--- src/rtl/usb_rx_packet_deserializer_if.sv ---
// Receive-side bundle between the bit-timing recovery block, the line pair and
// the packet decoder. The master drives strobe and line; the slave drives the byte stream.
interface usb_rx_packet_deserializer_if;
    logic       bit_strobe;
    logic       rx_plus;
    logic       rx_minus;
    logic       rx_active;
    logic [7:0] rx_data;
    logic       rx_valid;
    logic       rx_eop;
    logic       rx_error;
    logic [3:0] rx_state;

    modport master (
        output bit_strobe, rx_plus, rx_minus,
        input  rx_active, rx_data, rx_valid, rx_eop, rx_error, rx_state
    );

    modport slave (
        input  bit_strobe, rx_plus, rx_minus,
        output rx_active, rx_data, rx_valid, rx_eop, rx_error, rx_state
    );
endinterface

--- src/rtl/usb_rx_packet_deserializer.sv ---
// USB receive front end: SYNC detect, NRZI decode, bit unstuffing, LSB-first
// byte assembly and EOP detection, advancing only on bit-centre strobes.
module usb_rx_packet_deserializer #(
    parameter int SYNC_KJ_PAIRS = 3
) (
    input  logic                          hi_clock,
    input  logic                          reset,
    usb_rx_packet_deserializer_if.slave   bus
);
    typedef enum logic [3:0] {
        ST_IDLE  = 4'd0,
        ST_SYNC  = 4'd1,
        ST_DATA  = 4'd2,
        ST_EOP   = 4'd3,
        ST_ABORT = 4'd4
    } state_t;

    localparam int PW = $clog2(SYNC_KJ_PAIRS + 1) + 1;
    localparam logic [PW-1:0] PAIRS_NEEDED = PW'(SYNC_KJ_PAIRS);
    localparam logic [1:0] LINE_SE0 = 2'b00;
    localparam logic [1:0] LINE_K   = 2'b01;
    localparam logic [1:0] LINE_J   = 2'b10;

    state_t        state_r, state_s;
    logic [1:0]    prev_line_r, prev_line_s;
    logic [PW-1:0] pair_cnt_r, pair_cnt_s;
    logic [2:0]    ones_cnt_r, ones_cnt_s;
    logic [2:0]    bit_cnt_r, bit_cnt_s;
    logic [7:0]    shift_r, shift_s;
    logic [7:0]    data_r, data_s;
    logic          se0_two_r, se0_two_s;
    logic          active_r, active_s;
    logic          valid_r, valid_s;
    logic          eop_r, eop_s;
    logic          error_r, error_s;
    logic [1:0]    line_s;
    logic          nrzi_bit_s;

    assign line_s     = {bus.rx_plus, bus.rx_minus};
    assign nrzi_bit_s = (line_s == prev_line_r);

    // Next-state, datapath and pulse generation for one bit strobe
    always_comb begin
        state_s     = state_r;
        prev_line_s = prev_line_r;
        pair_cnt_s  = pair_cnt_r;
        ones_cnt_s  = ones_cnt_r;
        bit_cnt_s   = bit_cnt_r;
        shift_s     = shift_r;
        data_s      = data_r;
        se0_two_s   = se0_two_r;
        active_s    = active_r;
        valid_s     = 1'b0;
        eop_s       = 1'b0;
        error_s     = 1'b0;
        if (bus.bit_strobe) begin
            // Only J/K carry a line level for NRZI; SE0/SE1 leave the reference alone
            if ((line_s == LINE_J) || (line_s == LINE_K)) begin
                prev_line_s = line_s;
            end else begin
                prev_line_s = prev_line_r;
            end
            case (state_r)
                ST_IDLE: begin
                    if ((line_s == LINE_K) && (prev_line_r == LINE_J)) begin
                        state_s    = ST_SYNC;
                        pair_cnt_s = {PW{1'b0}};
                    end else begin
                        state_s = ST_IDLE;
                    end
                end
                ST_SYNC: begin
                    case (line_s)
                        LINE_J: begin
                            if (prev_line_r == LINE_K) begin
                                if (pair_cnt_r < PAIRS_NEEDED) begin
                                    pair_cnt_s = pair_cnt_r + PW'(1);
                                end else begin
                                    pair_cnt_s = pair_cnt_r;
                                end
                            end else begin
                                state_s = ST_IDLE;
                            end
                        end
                        LINE_K: begin
                            if (prev_line_r == LINE_J) begin
                                state_s = ST_SYNC;
                            end else if (pair_cnt_r >= PAIRS_NEEDED) begin
                                state_s    = ST_DATA;
                                active_s   = 1'b1;
                                ones_cnt_s = 3'd1;
                                bit_cnt_s  = 3'd0;
                            end else begin
                                state_s = ST_IDLE;
                            end
                        end
                        default: state_s = ST_IDLE;
                    endcase
                end
                ST_DATA: begin
                    case (line_s)
                        LINE_J, LINE_K: begin
                            if (ones_cnt_r == 3'd6) begin
                                // Stuffed slot: must be a zero and is dropped
                                if (nrzi_bit_s) begin
                                    error_s  = 1'b1;
                                    active_s = 1'b0;
                                    state_s  = ST_ABORT;
                                end else begin
                                    ones_cnt_s = 3'd0;
                                end
                            end else begin
                                if (nrzi_bit_s) begin
                                    ones_cnt_s = ones_cnt_r + 3'd1;
                                end else begin
                                    ones_cnt_s = 3'd0;
                                end
                                shift_s   = {nrzi_bit_s, shift_r[7:1]};
                                bit_cnt_s = bit_cnt_r + 3'd1;
                                if (bit_cnt_r == 3'd7) begin
                                    data_s  = shift_s;
                                    valid_s = 1'b1;
                                end else begin
                                    data_s = data_r;
                                end
                            end
                        end
                        LINE_SE0: begin
                            if (bit_cnt_r == 3'd0) begin
                                state_s   = ST_EOP;
                                se0_two_s = 1'b0;
                            end else begin
                                error_s  = 1'b1;
                                active_s = 1'b0;
                                state_s  = ST_ABORT;
                            end
                        end
                        default: begin
                            error_s  = 1'b1;
                            active_s = 1'b0;
                            state_s  = ST_ABORT;
                        end
                    endcase
                end
                ST_EOP: begin
                    if (line_s == LINE_J) begin
                        eop_s    = 1'b1;
                        active_s = 1'b0;
                        state_s  = ST_IDLE;
                    end else if ((line_s == LINE_SE0) && !se0_two_r) begin
                        se0_two_s = 1'b1;
                    end else begin
                        error_s  = 1'b1;
                        active_s = 1'b0;
                        state_s  = ST_ABORT;
                    end
                end
                ST_ABORT: begin
                    if (line_s == LINE_J) begin
                        state_s = ST_IDLE;
                    end else begin
                        state_s = ST_ABORT;
                    end
                end
                default: begin
                    active_s = 1'b0;
                    state_s  = ST_IDLE;
                end
            endcase
        end else begin
            state_s = state_r;
        end
    end

    // State and output registers
    always_ff @(posedge hi_clock or posedge reset) begin
        if (reset) begin
            state_r     <= ST_IDLE;
            prev_line_r <= LINE_J;
            pair_cnt_r  <= {PW{1'b0}};
            ones_cnt_r  <= 3'd0;
            bit_cnt_r   <= 3'd0;
            shift_r     <= 8'h00;
            data_r      <= 8'h00;
            se0_two_r   <= 1'b0;
            active_r    <= 1'b0;
            valid_r     <= 1'b0;
            eop_r       <= 1'b0;
            error_r     <= 1'b0;
        end else begin
            state_r     <= state_s;
            prev_line_r <= prev_line_s;
            pair_cnt_r  <= pair_cnt_s;
            ones_cnt_r  <= ones_cnt_s;
            bit_cnt_r   <= bit_cnt_s;
            shift_r     <= shift_s;
            data_r      <= data_s;
            se0_two_r   <= se0_two_s;
            active_r    <= active_s;
            valid_r     <= valid_s;
            eop_r       <= eop_s;
            error_r     <= error_s;
        end
    end

    assign bus.rx_active = active_r;
    assign bus.rx_data   = data_r;
    assign bus.rx_valid  = valid_r;
    assign bus.rx_eop    = eop_r;
    assign bus.rx_error  = error_r;
    assign bus.rx_state  = state_r;
endmodule

--- src/flat_wrapper.sv ---
// flat-port wrapper written by rule: the top's interface ports become plain ports
module usb_rx_packet_deserializer_flat 
#(
    parameter int SYNC_KJ_PAIRS = 3
)
  (hi_clock, reset, bus_bit_strobe, bus_rx_plus, bus_rx_minus, bus_rx_active, bus_rx_data, bus_rx_valid, bus_rx_eop, bus_rx_error, bus_rx_state);
  usb_rx_packet_deserializer_if bus_i ();
  input  logic hi_clock;
  input  logic reset;
  input wire logic [$bits(bus_i.bit_strobe)-1:0] bus_bit_strobe;
  input wire logic [$bits(bus_i.rx_plus)-1:0] bus_rx_plus;
  input wire logic [$bits(bus_i.rx_minus)-1:0] bus_rx_minus;
  output wire logic [$bits(bus_i.rx_active)-1:0] bus_rx_active;
  output wire logic [$bits(bus_i.rx_data)-1:0] bus_rx_data;
  output wire logic [$bits(bus_i.rx_valid)-1:0] bus_rx_valid;
  output wire logic [$bits(bus_i.rx_eop)-1:0] bus_rx_eop;
  output wire logic [$bits(bus_i.rx_error)-1:0] bus_rx_error;
  output wire logic [$bits(bus_i.rx_state)-1:0] bus_rx_state;
  assign bus_i.bit_strobe = bus_bit_strobe;
  assign bus_i.rx_plus = bus_rx_plus;
  assign bus_i.rx_minus = bus_rx_minus;
  assign bus_rx_active = bus_i.rx_active;
  assign bus_rx_data = bus_i.rx_data;
  assign bus_rx_valid = bus_i.rx_valid;
  assign bus_rx_eop = bus_i.rx_eop;
  assign bus_rx_error = bus_i.rx_error;
  assign bus_rx_state = bus_i.rx_state;
  usb_rx_packet_deserializer #(.SYNC_KJ_PAIRS(SYNC_KJ_PAIRS)) u_core (.hi_clock(hi_clock), .reset(reset), .bus(bus_i));
endmodule
--- config.mk ---
export PLATFORM = sky130hd
export DESIGN_NAME = usb_rx_packet_deserializer_flat
export DESIGN_NICKNAME = d
export VERILOG_FILES = /design/src/rtl/usb_rx_packet_deserializer_if.sv /design/src/rtl/usb_rx_packet_deserializer.sv /design/src/flat_wrapper.sv
export SDC_FILE = /design/constraint.sdc
export NUM_CORES = 1
export LEC_CHECK = 0
export ABC_CLOCK_PERIOD_IN_PS = 5650
export CAP_MARGIN = 0
export CORE_AREA = 8 8 78 80
export DETAILED_ROUTE_END_ITERATION = 6
export DIE_AREA = 0 0 86 88
export MAX_ROUTING_LAYER = met4
export PLACE_DENSITY = 0.67
export REMOVE_ABC_BUFFERS = 1
export SETUP_SLACK_MARGIN = 0.05
export SYNTH_ARGS = -nofsm -noshare
export SYNTH_HDL_FRONTEND = slang
export SYNTH_SLANG_ARGS = --single-unit
--- constraint.sdc ---
create_clock -name hi_clock -period 5.65 [get_ports hi_clock]
set_input_delay 0.8475 -clock hi_clock [delete_from_list [all_inputs] [get_ports hi_clock]]
set_output_delay 0.8475 -clock hi_clock [all_outputs]
set_load 0.005 [all_outputs]
==> out/summary.txt <==
STA
--------------------------------------------------------------------------------------------------------
Unrepaired setup endpoints after global routing                                                    false
Final worst slack                                                                                2.85 ns
Minimum clock period                                                                             2.80 ns
Setup skew after layout                                                                       0.00573 ns
Slew at the pin closest to its max-slew limit                                                   0.572 ns
Achievable Freq                                                                                  358 MHz
Slew Limit Fails                                                                                       0
Max-slew headroom at the worst pin                                                                 0.614
Number of hold-slack violations in the final timing report                                             0
Tcrit/Tclk final                                                                                   0.495
Final number of setup-violating endpoints                                                              0
Setup_tns                                                                                           0 ns

ROUTE
--------------------------------------------------------------------------------------------------------
Drt pass-1 iters                                                                                       4
Final Routed Wirelength                                                                          3630 µm
Routed length per instance                                                                       14.0 µm
Iteration-0 DRC Markers                                                                               79
Final routed DRC violation total                                                                       0
Vias per cell                                                                                       5.07
Number of nets with antenna violations after routing                                                   0
DR vias                                                                                             1318

SETUP PATH
--------------------------------------------------------------------------------------------------------
CP peak stage delay                                                                              0.54 ns
Cells along the critical path                                                               clkdlybuf4s50_1 -> inv_1 -> ha_1 -> nand2b_1 -> o41ai_2 -> or3_4 -> mux2_4
Worst endpoint data arrival time                                                                 2.98 ns
Critical setup path kind                                                                          in2reg
Data required time of the worst path                                                             5.83 ns
Capturing element type of the critical path                                                    flip-flop
Slowest library cell on the worst path                                                      sky130_fd_sc_hd__clkdlybuf4s50_1
Crit start category                                                                            input pin
Worst-path maximum fanout                                                                              6
Register-to-register path setup slack                                                            3.45 ns

FLOORPLAN
--------------------------------------------------------------------------------------------------------
Initial cell density of the core                                                                   0.388
Die area                                                                                        7570 µm²
Placement row count                                                                                   26
Area of the core region                                                                         4910 µm²
Number of primary I/O pins                                                                            21
Die H                                                                                              88 µm
Die width                                                                                          86 µm

PWR
--------------------------------------------------------------------------------------------------------
VDD IR max                                                                                      0.139 mV
Power density cells                                                                           272 nW/µm²
Leak                                                                                            0.990 nW

CTS
--------------------------------------------------------------------------------------------------------
Clock root buffer                                                                           sky130_fd_sc_hd__clkbuf_8
H-Tree Depth                                                                                           2
Setup bufs post-CTS                                                                                    0
Clock tree from TritonCTS                                                                           done
Post-CTS resize count                                                                                  0
Number of clock sinks                                                                                 34
Post-CTS clock slew at the launch and capture registers of the worst setup and hold paths        0.07 ns
Latest clock arrival within the worst-skew pair                                                  0.29 ns
Count of hold-fix buffers inserted at cts                                                              0
CTS Buf Count                                                                                          5
Worst-case clock buffer depth                                                                          2

FINISH
--------------------------------------------------------------------------------------------------------
Area grow syn2layout                                                                               19.1%
Antenna cells                                                                                          0
Filler instances                                                                                     449
Share of cells above drive strength 1                                                              0.184
Final net count                                                                                      205
Filler-free cell count of the finished design                                                        260

GLOBAL ROUTING
--------------------------------------------------------------------------------------------------------
Pin count of the biggest net entering global routing                                                  35
GR Overflow Total                                                                                      0
Vias in the first global route                                                                      1299
All-layer global routing usage                                                                     0.111
Antenna violations before repair                                                                       0
Global-route wire length before repair                                                           6350 µm

JOB
--------------------------------------------------------------------------------------------------------
Max-cap violations                                                                                     0

SYNTH
--------------------------------------------------------------------------------------------------------
Post-synthesis sequential element count                                                               34
Post-synthesis instance total                                                                        167
Post-synthesis cell area                                                                        1900 µm²
Number of different library cells in the post-synthesis netlist                                       52
Top FF cell, synth                                                                          sky130_fd_sc_hd__dfrtp_1
Post-synthesis sequential area ratio                                                               0.447
Count of synthesis-stage warnings from yosys                                                           0
Share of synthesized registers carrying an async set or reset                                       1.00
Post-synth EDFFs                                                                                       0
Syn avg cell area                                                                               11.4 µm²

PLACE
--------------------------------------------------------------------------------------------------------
Total placed cells including tap cells                                                               252
Worst slack, placed                                                                              2.58 ns
Final HPWL DP                                                                                    2560 µm
Number of port buffers                                                                                19
Final RePlAce weighted congestion                                                                  0.821

MIN PATH
--------------------------------------------------------------------------------------------------------
Kind of path behind the tightest hold check                                                      reg2reg

OUTCOME
--------------------------------------------------------------------------------------------------------
Result of the run                                                                           complete, no violations

## critical path, delay by kind of cell
kind            cells  cell delay, ns
simple gates        2            0.44
mux                 1            0.29
compound gates      1            0.48
fa+ha+maj           1            0.27
buf+inv             2            0.65
## report_power, final
| group | switching (W) | leakage (nW) | total (W) | internal, W |
|---|---|---|---|---|
| logic | 0.0000493 | 0.502 | 0.0000962 | 0.0000470 |
| registers | 0.0000297 | 0.438 | 0.000296 | 0.000267 |
| clock network | 0.0000937 | 0.0504 | 0.000225 | 0.000131 |
| total | 0.000173 | 0.990 | 0.000617 | 0.000445 |
## synthesized netlist by cell type, types with 4 or more instances
master	n	area share
sky130_fd_sc_hd__nor2_1	4	0.0079
sky130_fd_sc_hd__mux2_1	4	0.024
sky130_fd_sc_hd__inv_1	13	0.026
sky130_fd_sc_hd__nor3_1	8	0.021
sky130_fd_sc_hd__dfrtp_1	33	0.43
sky130_fd_sc_hd__ha_1	11	0.072
sky130_fd_sc_hd__a21oi_1	4	0.011
sky130_fd_sc_hd__nand2_1	12	0.024
sky130_fd_sc_hd__mux2_4	7	0.055
sky130_fd_sc_hd__mux2i_1	6	0.032
sky130_fd_sc_hd__mux2_2	6	0.035
sky130_fd_sc_hd__o21ai_0	4	0.011
## metal layers
metal / wire length [µm] / GRT usage / vias up
met5: 0 / - / -
met4: 125 / 0.0748 / 0
met3: 141 / 0.0281 / 9
met2: 1690 / 0.165 / 21
met1: 1670 / 0.129 / 647
li1: - / - / 641
## cell type report
| cell class | instances | area [µm²] | share of cell area |
|---|---|---|---|
| Inverter | 14 | 52.6 | 0.0232 |
| Clock inverter | 3 | 45.0 | 0.0199 |
| Tap cell | 70 | 87.6 | 0.0386 |
| Clock buffer | 5 | 68.8 | 0.0303 |
| Sequential cell | 34 | 852 | 0.376 |
| Timing Repair Buffer | 20 | 198 | 0.0871 |
| Multi-Input combinational cell | 114 | 965 | 0.425 |
## cells by family after synthesis
| logic type | Yosys count | synth area share |
|---|---|---|
| mux | 23 | 0.146 |
| buf+inv | 19 | 0.0460 |
| xor+xnor | 2 | 0.00920 |
| compound gates | 29 | 0.118 |
| flops | 34 | 0.447 |
| other cells | 1 | 0.00197 |
| fa+ha+maj | 11 | 0.0723 |
| simple gates | 48 | 0.160 |
## state kept, by name, summed over array words and instances (netlist names)
name / cells
u_core.bus.rx_error: 1
u_core.shift_r: 7
u_core.bus.rx_eop: 1
u_core.bus.rx_active: 1
u_core.se0_two_r: 1
u_core.bus.rx_valid: 1
u_core.ones_cnt_r: 3
u_core.bus.rx_state: 3
u_core.prev_line_r: 2
u_core.pair_cnt_r: 3
u_core.bit_cnt_r: 3
u_core.bus.rx_data: 8
## stage by stage
| step | hold WS (ns) | cell area [µm²] | utilization | power, W |
|---|---|---|---|---|
| 6_report | 0.484 | 2270 | 0.462 | 0.000617 |
| 5_1_grt | 0.503 | 2270 | 0.462 | 0.000655 |
| 4_1_cts | 0.491 | 2270 | 0.462 | 0.000626 |
| 3_5_place_dp | 0.474 | 2150 | 0.439 | 0.000398 |
| 3_3_place_gp | 0.466 | 2150 | 0.439 | 0.000397 |
| 2_1_floorplan | 0.464 | 1870 | - | 0.000362 |
## placed cells by master (no fill, tap or decap), types with 2 or more instances in the layout
| cell type | count |
|---|---|
| sky130_fd_sc_hd__o21ai_1 | 3 |
| sky130_fd_sc_hd__inv_1 | 13 |
| sky130_fd_sc_hd__nor3_1 | 8 |
| sky130_fd_sc_hd__or3b_1 | 2 |
| sky130_fd_sc_hd__mux2_1 | 4 |
| sky130_fd_sc_hd__xor2_1 | 2 |
| sky130_fd_sc_hd__dfrtp_1 | 33 |
| sky130_fd_sc_hd__nand2b_1 | 3 |
| sky130_fd_sc_hd__mux2_4 | 7 |
| sky130_fd_sc_hd__mux2i_1 | 6 |
| sky130_fd_sc_hd__mux2_2 | 6 |
| sky130_fd_sc_hd__nand3b_1 | 3 |
| sky130_fd_sc_hd__or2_2 | 2 |
| sky130_fd_sc_hd__clkinvlp_4 | 2 |
| sky130_fd_sc_hd__o31ai_1 | 3 |
| sky130_fd_sc_hd__nor2_1 | 4 |
| sky130_fd_sc_hd__a21oi_1 | 4 |
| sky130_fd_sc_hd__o211ai_1 | 2 |
| sky130_fd_sc_hd__o21ai_0 | 4 |
| sky130_fd_sc_hd__clkdlybuf4s50_1 | 19 |
| sky130_fd_sc_hd__nor4_1 | 3 |
| sky130_fd_sc_hd__ha_1 | 11 |
| sky130_fd_sc_hd__clkbuf_8 | 5 |
| sky130_fd_sc_hd__nand2_1 | 12 |
## worst paths after layout
path	startpoint	to	depth (start not counted)
worst min register to register	u_core.bus.rx_data[5]$_DFFE_PP0P_	u_core.bus.rx_data[5]$_DFFE_PP0P_	1
worst min-delay path	u_core.bus.rx_data[5]$_DFFE_PP0P_	u_core.bus.rx_data[5]$_DFFE_PP0P_	1
max in group asynchronous	reset	u_core.prev_line_r[1]$_DFFE_PP1P_	3
worst max-delay path	bus_rx_minus	u_core.bus.rx_state[0]$_DFFE_PP0P_	7
worst max register to register	u_core.bus.rx_state[1]$_DFFE_PP0P_	u_core.bus.rx_data[3]$_DFFE_PP0P_	4
min in group asynchronous	reset	u_core.shift_r[1]$_DFFE_PP0P_	3
(Power assumes the default switching activity.)
